===== config.mk =====
export PLATFORM = sky130hd
export DESIGN_NAME = eq_sample_sequencer
export DESIGN_NICKNAME = d
export VERILOG_FILES = /design/src/rtl/eq_sample_sequencer.sv
export SDC_FILE = /design/constraint.sdc
export NUM_CORES = 1
export LEC_CHECK = 0
export BUFFER_PORTS_ARGS = -buffer_cell sky130_fd_sc_hd__buf_2
export CORE_ASPECT_RATIO = 2
export CORE_MARGIN = 4
export CORE_UTILIZATION = 50
export CTS_CLUSTER_SIZE = 12
export DETAILED_ROUTE_END_ITERATION = 10
export PLACE_DENSITY = 0.75
export SYNTH_ARGS = -nofsm -noshare
export SYNTH_HDL_FRONTEND = slang
export SYNTH_SLANG_ARGS = --single-unit

===== constraint.sdc =====
create_clock -name clk -period 2.8 [get_ports clk]
set_input_delay 0.14 -clock clk [delete_from_list [all_inputs] [get_ports clk]]
set_output_delay 0.14 -clock clk [all_outputs]
set_load 0.1 [all_outputs]

===== src/rtl/eq_sample_sequencer.sv =====
// Sample-rate stimulus/check sequencer for equalizer bring-up and BIST.
// Optional first-mismatch capture ports: define EQ_SEQ_FIRST_ERR_EN.
module eq_sample_sequencer #(
   parameter int DATA_BITS   = 16,
   parameter int ADDR_BITS   = 20,
   parameter int NUM_SAMPLES = 3000,
   parameter int DIV         = 64,
   parameter int LATENCY     = 64,
   parameter int START_DELAY = 20
) (
   input  logic                 clk,
   input  logic                 rst,
   input  logic                 start,
   output logic [ADDR_BITS-1:0] src_addr,
   input  logic [DATA_BITS-1:0] src_data,
   output logic [ADDR_BITS-1:0] ref_addr,
   input  logic [DATA_BITS-1:0] ref_data,
   output logic                 dut_ce,
   output logic [DATA_BITS-1:0] dut_in,
   input  logic [DATA_BITS-1:0] dut_out,
   output logic                 sample_stb,
   output logic                 check_stb,
   output logic [31:0]          err_cnt,
   output logic                 busy,
   output logic                 done,
   output logic                 pass
`ifdef EQ_SEQ_FIRST_ERR_EN
   ,
   output logic                 first_err_valid,
   output logic [ADDR_BITS-1:0] first_err_idx,
   output logic [DATA_BITS-1:0] first_err_got,
   output logic [DATA_BITS-1:0] first_err_exp
`endif
);

   localparam int DW = (DIV > 1) ? $clog2(DIV) : 1;

   localparam logic [DW-1:0]        DIV_LAST  = DW'(DIV - 1);
   localparam logic [7:0]           WARM_LAST = 8'(START_DELAY - 1);
   localparam logic [ADDR_BITS-1:0] LAST_IDX  = ADDR_BITS'(NUM_SAMPLES - 1);

   typedef enum logic [2:0] {
      S_IDLE,
      S_WARM,
      S_RUN,
      S_DRAIN,
      S_DONE
   } state_t;

   state_t             state;
   logic [DW-1:0]      div_cnt;
   logic [7:0]         warm_cnt;
   logic [LATENCY-1:0] dly;

   logic        fire;
   logic        mism;
   logic        last_src;
   logic        last_chk;
   logic [31:0] err_nxt;

   assign check_stb = dly[LATENCY-1];

   always_comb begin
      fire     = 1'b0;
      last_src = (src_addr == LAST_IDX);
      mism     = (dut_out != ref_data);
      last_chk = check_stb && (ref_addr == LAST_IDX);
      err_nxt  = err_cnt;
      if (state == S_WARM && warm_cnt == WARM_LAST)
         fire = 1'b1;
      if (state == S_RUN && div_cnt == DIV_LAST)
         fire = 1'b1;
      if (check_stb && mism && err_cnt != 32'hFFFF_FFFF)
         err_nxt = err_cnt + 32'd1;
   end

   always_ff @(posedge clk) begin
      if (rst) begin
         state      <= S_IDLE;
         div_cnt    <= '0;
         warm_cnt   <= '0;
         dly        <= '0;
         src_addr   <= '0;
         ref_addr   <= '0;
         dut_in     <= '0;
         dut_ce     <= 1'b0;
         sample_stb <= 1'b0;
         err_cnt    <= '0;
         busy       <= 1'b0;
         done       <= 1'b0;
         pass       <= 1'b0;
`ifdef EQ_SEQ_FIRST_ERR_EN
         first_err_valid <= 1'b0;
         first_err_idx   <= '0;
         first_err_got   <= '0;
         first_err_exp   <= '0;
`endif
      end else begin
         sample_stb <= 1'b0;

         if (busy) begin
            dly[0] <= sample_stb;
            for (int i = 1; i < LATENCY; i++)
               dly[i] <= dly[i-1];
         end

         if (check_stb) begin
            err_cnt  <= err_nxt;
            ref_addr <= ref_addr + 1'b1;
`ifdef EQ_SEQ_FIRST_ERR_EN
            if (mism && !first_err_valid) begin
               first_err_valid <= 1'b1;
               first_err_idx   <= ref_addr;
               first_err_got   <= dut_out;
               first_err_exp   <= ref_data;
            end
`endif
         end

         // The strobe is registered so dut_in changes on the same edge.
         if (fire) begin
            sample_stb <= 1'b1;
            dut_in     <= src_data;
            src_addr   <= src_addr + 1'b1;
            div_cnt    <= '0;
         end else if (state == S_RUN) begin
            div_cnt <= div_cnt + 1'b1;
         end

         unique case (state)
            S_IDLE, S_DONE: begin
               if (start) begin
                  state    <= S_WARM;
                  busy     <= 1'b1;
                  dut_ce   <= 1'b1;
                  done     <= 1'b0;
                  pass     <= 1'b0;
                  warm_cnt <= '0;
                  div_cnt  <= '0;
                  dly      <= '0;
                  src_addr <= '0;
                  ref_addr <= '0;
                  err_cnt  <= '0;
`ifdef EQ_SEQ_FIRST_ERR_EN
                  first_err_valid <= 1'b0;
                  first_err_idx   <= '0;
                  first_err_got   <= '0;
                  first_err_exp   <= '0;
`endif
               end
            end
            S_WARM: begin
               warm_cnt <= warm_cnt + 1'b1;
               if (fire)
                  state <= last_src ? S_DRAIN : S_RUN;
            end
            S_RUN: begin
               if (fire && last_src)
                  state <= S_DRAIN;
            end
            S_DRAIN: begin
               if (last_chk) begin
                  state  <= S_DONE;
                  busy   <= 1'b0;
                  dut_ce <= 1'b0;
                  done   <= 1'b1;
                  pass   <= (err_nxt == 32'd0);
               end
            end
            default: state <= S_IDLE;
         endcase
      end
   end

endmodule


==> impl_metrics.py <==
metrics = {
    "timing": {
        "slew_viol_final": 0,
        "slew_headroom_pct": 55.47,
        "final_period_minus_worst_setup_slack_ps": 2789,
        "tightest_slew_ps": 662.9,
        "fmax_ghz": 0.3585,
        "worst_hold_slack_ps": 52.61,
        "post-route-worst-setup-slack_ps": 10.81,
        "rsz_0062_raised_after_global_routing": "true",
        "final_min_period_over_clock_period_pct": 99.61,
        "skew_ps": 9.050,
        "final-setup-viol-count": 0,
        "finalHoldViolCount": 0,
    },
    "clocking": {
        "htreeDepth": 4,
        "clock_insertion_delay_worst_skew_ps": 430,
        "clock_net_sink_count": 173,
        "cts.reportedPaths.clkPinSlew_ps": 80,
        "clockRootBuffer": "sky130_fd_sc_hd__clkbuf_16",
        "cts-root-to-sink-buffers": 2,
        "tritoncts.num_buffers": 17,
        "clock_tree_from_tritoncts": "built",
    },
    "setup_path": {
        "reg2reg_from": "err_cnt[0]$_SDFF_PP0_",
        "end_kind": "flop",
        "worstPathBufferInverterCount": 0,
        "critical_path.reg2reg.endpoint": "pass$_SDFFE_PP0P_",
        "worst_path_dominant_cell_family": "simple AND/OR/NAND/NOR gates",
        "crit_type": "flop to flop",
        "critPathLaunchType": "flop",
        "critical_path_required_ps": 3170,
        "rrSetupSlack_ps": 10,
        "cp_max_fo": 5,
        "worst_r2r_path_depth": 9,
        "path_cells": "ha_1, and4_1, and4_1, nand4_1, nor2_2, nand4_1, a2111o_1, or4_1, o21ai_1",
        "cpPeakStageDelay_ps": 500,
        "cp.arrival_ps": 3160,
        "crit_slowest_cell": "sky130_fd_sc_hd__or4_1",
    },
    "route": {
        "detail-route-antenna-nets": 0,
        "via_count": 7096,
        "detail_route.wirelength_mm": 21.46,
        "drtPass1Iterations": 4,
        "detail_routed_via_count_per_cell": 5.446,
        "detail_route.wl_per_cell_um": 16.47,
        "remaining_drc_errors": 0,
        "drt-initial-drc-count": 280,
    },
    "global_route": {
        "first_global_vias": 7012,
        "globalRoute.totalOverflow": 0,
        "grt_start_max_net_pins": 58,
        "grt_antenna_before_repair": 1,
        "grt_use_total_pct": 24.55,
        "grt_pass1_wl_mm": 33.67,
    },
    "pwr": {
        "ir_drop_worst_case_vdd_v": 0.0004594,
        "sequentialPowerShare_pct": 48.0,
        "p_leak_nw": 3.980,
        "swShare_pct": 26.28,
        "power.density_nw_per_um2": 509.6,
        "power_report.internal_total_mw": 3.779,
        "clock_power_share_pct": 45.8,
        "power.combinational.fraction_pct": 6.2,
        "switching_power_mw": 1.347,
    },
    "hold_path": {
        "min_path_cells": 2,
        "hp-class": "input pin to flop",
        "whs_endpoint": "warm_cnt[4]$_SDFFE_PP0P_",
        "hp-start": "rst",
    },
    "job": {
        "max_cap_viols": 0,
    },
    "final_layout": {
        "n_fill_cell": 1253,
        "drive_gt1_share_pct": 27.90,
        "layout.core_utilization_pct": 65.77,
        "multi_input_gate_area_sq_um": 4182,
        "finish.net_count": 1147,
        "sequential_cell_area_sq_um": 3576,
        "layout-area-overhead-vs-synth_pct": 28.93,
    },
    "yosys": {
        "synth-async-reset-ratio_pct": 0,
        "postSynthAreaPerCell_sq_um": 8.728,
        "synthesis.yosys.warnings": 0,
        "syn-instance-count": 894,
        "synth.top_cells.by_area": "sky130_fd_sc_hd__dfxtp_1, sky130_fd_sc_hd__mux2i_1, sky130_fd_sc_hd__nor2_1",
        "synth_enable_flop_cells": 0,
        "mappedNetlistArea_sq_um": 7802,
        "seq_area_frac_synth_pct": 44.39,
        "postSynthNetCount": 950,
        "synth_ff_type": "sky130_fd_sc_hd__dfxtp_1",
        "ys_ff_latch": 173,
        "synthDominantCellAreaShare_pct": 44.39,
        "yosysUniqueCellTypes": 59,
        "synth_top_area_cell": "sky130_fd_sc_hd__dfxtp_1",
    },
    "placed_design": {
        "io_buffer_count": 144,
        "place.gp.congestion": 0.9780,
        "place.detailed.hpwl_mm": 15.78,
        "preCtsSetupSlack_ps": -12.20,
    },
    "floorplanning": {
        "chipWidth_um": 96.33,
        "core_sq_um": 15290,
        "chipHeight_um": 184.7,
        "core.rowCount": 64,
        "design.die.area_sq_um": 17790,
        "initial_core_util_pct": 51.01,
        "ports_placed_on_the_boundary": 145,
    },
    "run_status": {
        "result_of_the_run": "complete, no violations",
    },
}
## worst register-to-register path, cell delays in order, from the launching register on
cell and delay, ps:
sky130_fd_sc_hd__dfxtp_2 340, sky130_fd_sc_hd__ha_1 260, sky130_fd_sc_hd__and4_1 230, sky130_fd_sc_hd__and4_1 310, sky130_fd_sc_hd__nand4_1 170, sky130_fd_sc_hd__nor2_2 190
sky130_fd_sc_hd__nand4_1 160, sky130_fd_sc_hd__a2111o_1 420, sky130_fd_sc_hd__or4_1 500, sky130_fd_sc_hd__o21ai_1 130
## synth_stat cells (4+ instances only)
cell type and number:
sky130_fd_sc_hd__nor4_1 13, sky130_fd_sc_hd__nand2_1 80, sky130_fd_sc_hd__a21oi_1 32, sky130_fd_sc_hd__clkbuf_1 44
sky130_fd_sc_hd__mux2i_1 71, sky130_fd_sc_hd__nor2b_1 6, sky130_fd_sc_hd__buf_2 4, sky130_fd_sc_hd__nor2_1 167
sky130_fd_sc_hd__nand4_1 31, sky130_fd_sc_hd__or3_1 9, sky130_fd_sc_hd__and4_1 13, sky130_fd_sc_hd__nor3_1 17
sky130_fd_sc_hd__ha_1 5, sky130_fd_sc_hd__a211oi_1 7, sky130_fd_sc_hd__nor4b_1 4, sky130_fd_sc_hd__and2_1 8
sky130_fd_sc_hd__dfxtp_1 173, sky130_fd_sc_hd__inv_1 8, sky130_fd_sc_hd__xor2_1 32, sky130_fd_sc_hd__o21ai_0 9
sky130_fd_sc_hd__nand3_1 33, sky130_fd_sc_hd__xnor2_1 56, sky130_fd_sc_hd__o21a_1 4, sky130_fd_sc_hd__and3_1 13
sky130_fd_sc_hd__nor3b_1 4
## timing repair
action,in CTS,in global routing
gates resized for setup,3,8
endpoints found under the hold margin,16,0
hold buffers,16,0
endpoints found under the setup margin,1,1
setup buffers,0,4
pin swaps,0,3
## state kept, by name, indices dropped and copies added (netlist names)
register / flops
busy: 1
div_cnt: 6
dly: 64
done: 1
dut_in: 16
err_cnt: 32
pass: 1
ref_addr: 20
sample_stb: 1
src_addr: 20
state: 3
warm_cnt: 8
## layout make-up
| class | instances | share of cell area (%) |
|---|---|---|
| timing repair buffer | 230 | 14.23 |
| clock inverter | 15 | 1.642 |
| inverter | 8 | 0.2985 |
| tap | 198 | 2.463 |
| multi-input combinational | 661 | 41.57 |
| antenna | 1 | 0.02488 |
| sequential | 173 | 35.55 |
| clock buffer | 17 | 4.229 |
## cells in the final DEF, fill, tap and decap left out, drive strengths merged, types with 19 or more instances in the layout
| cell type | n |
|---|---|
| a21oi | 32 |
| dfxtp | 173 |
| xnor2 | 56 |
| xor2 | 32 |
| nor2 | 167 |
| buf | 214 |
| nand2 | 80 |
| nand3 | 34 |
| mux2i | 71 |
| nand4 | 31 |
| inv | 19 |
## stage by stage
step | power, mW | area (sq um) | TNS, ps | std cells
final | 5.126 | 10060 | 0 | 1303
after global routing | 5.290 | 10060 | -86.51 | 1303
after CTS | 5.163 | 9981 | 0 | 1298
after detailed placement | 2.820 | 9219 | -12.20 | 1250
after global placement | 2.816 | 9219 | 0 | 1250
after floorplan | 2.728 | 7949 | -287.2 | 894
## routing by layer
layer,share of wire (%),GRT usage [%]
met1,34,23.42
met2,56,45.61
met3,3.5,4.493
met4,6.4,16.47
met5,0,0
## how the worst max path moves through the flow
stage | start | end | cells after the start
2_1_floorplan | err_cnt[25]$_SDFF_PP0_ | pass$_SDFFE_PP0P_ | 10
3_3_place_gp | err_cnt[24]$_SDFF_PP0_ | pass$_SDFFE_PP0P_ | 8
3_5_place_dp | err_cnt[15]$_SDFF_PP0_ | pass$_SDFFE_PP0P_ | 9
4_1_cts | err_cnt[15]$_SDFF_PP0_ | pass$_SDFFE_PP0P_ | 8
5_1_grt | err_cnt[17]$_SDFF_PP0_ | pass$_SDFFE_PP0P_ | 8
6_report | err_cnt[0]$_SDFF_PP0_ | pass$_SDFFE_PP0P_ | 9
## power groups by stage
stage,sequential (mW),clock (mW),combinational [mW]
2_1_floorplan,2.51,0,0.216
3_3_place_gp,2.52,0,0.296
3_5_place_dp,2.52,0,0.299
4_1_cts,2.46,2.38,0.317
5_1_grt,2.46,2.49,0.340
6_report,2.46,2.35,0.316
## cells by family after synthesis
| family | count (synthesis) | synth area share (%) |
|---|---|---|
| AND/OR/NAND/NOR | 416 | 25.71 |
| flip-flops | 173 | 44.39 |
| XOR/XNOR | 88 | 9.878 |
| AO/OA/AOI/OAI | 79 | 6.687 |
| multiplexers | 73 | 9.397 |
| buffers and inverters | 60 | 3.143 |
| adder cells (fa/ha/maj) | 5 | 0.8018 |
No activity file was read; power rests on OpenSTA's default activity.
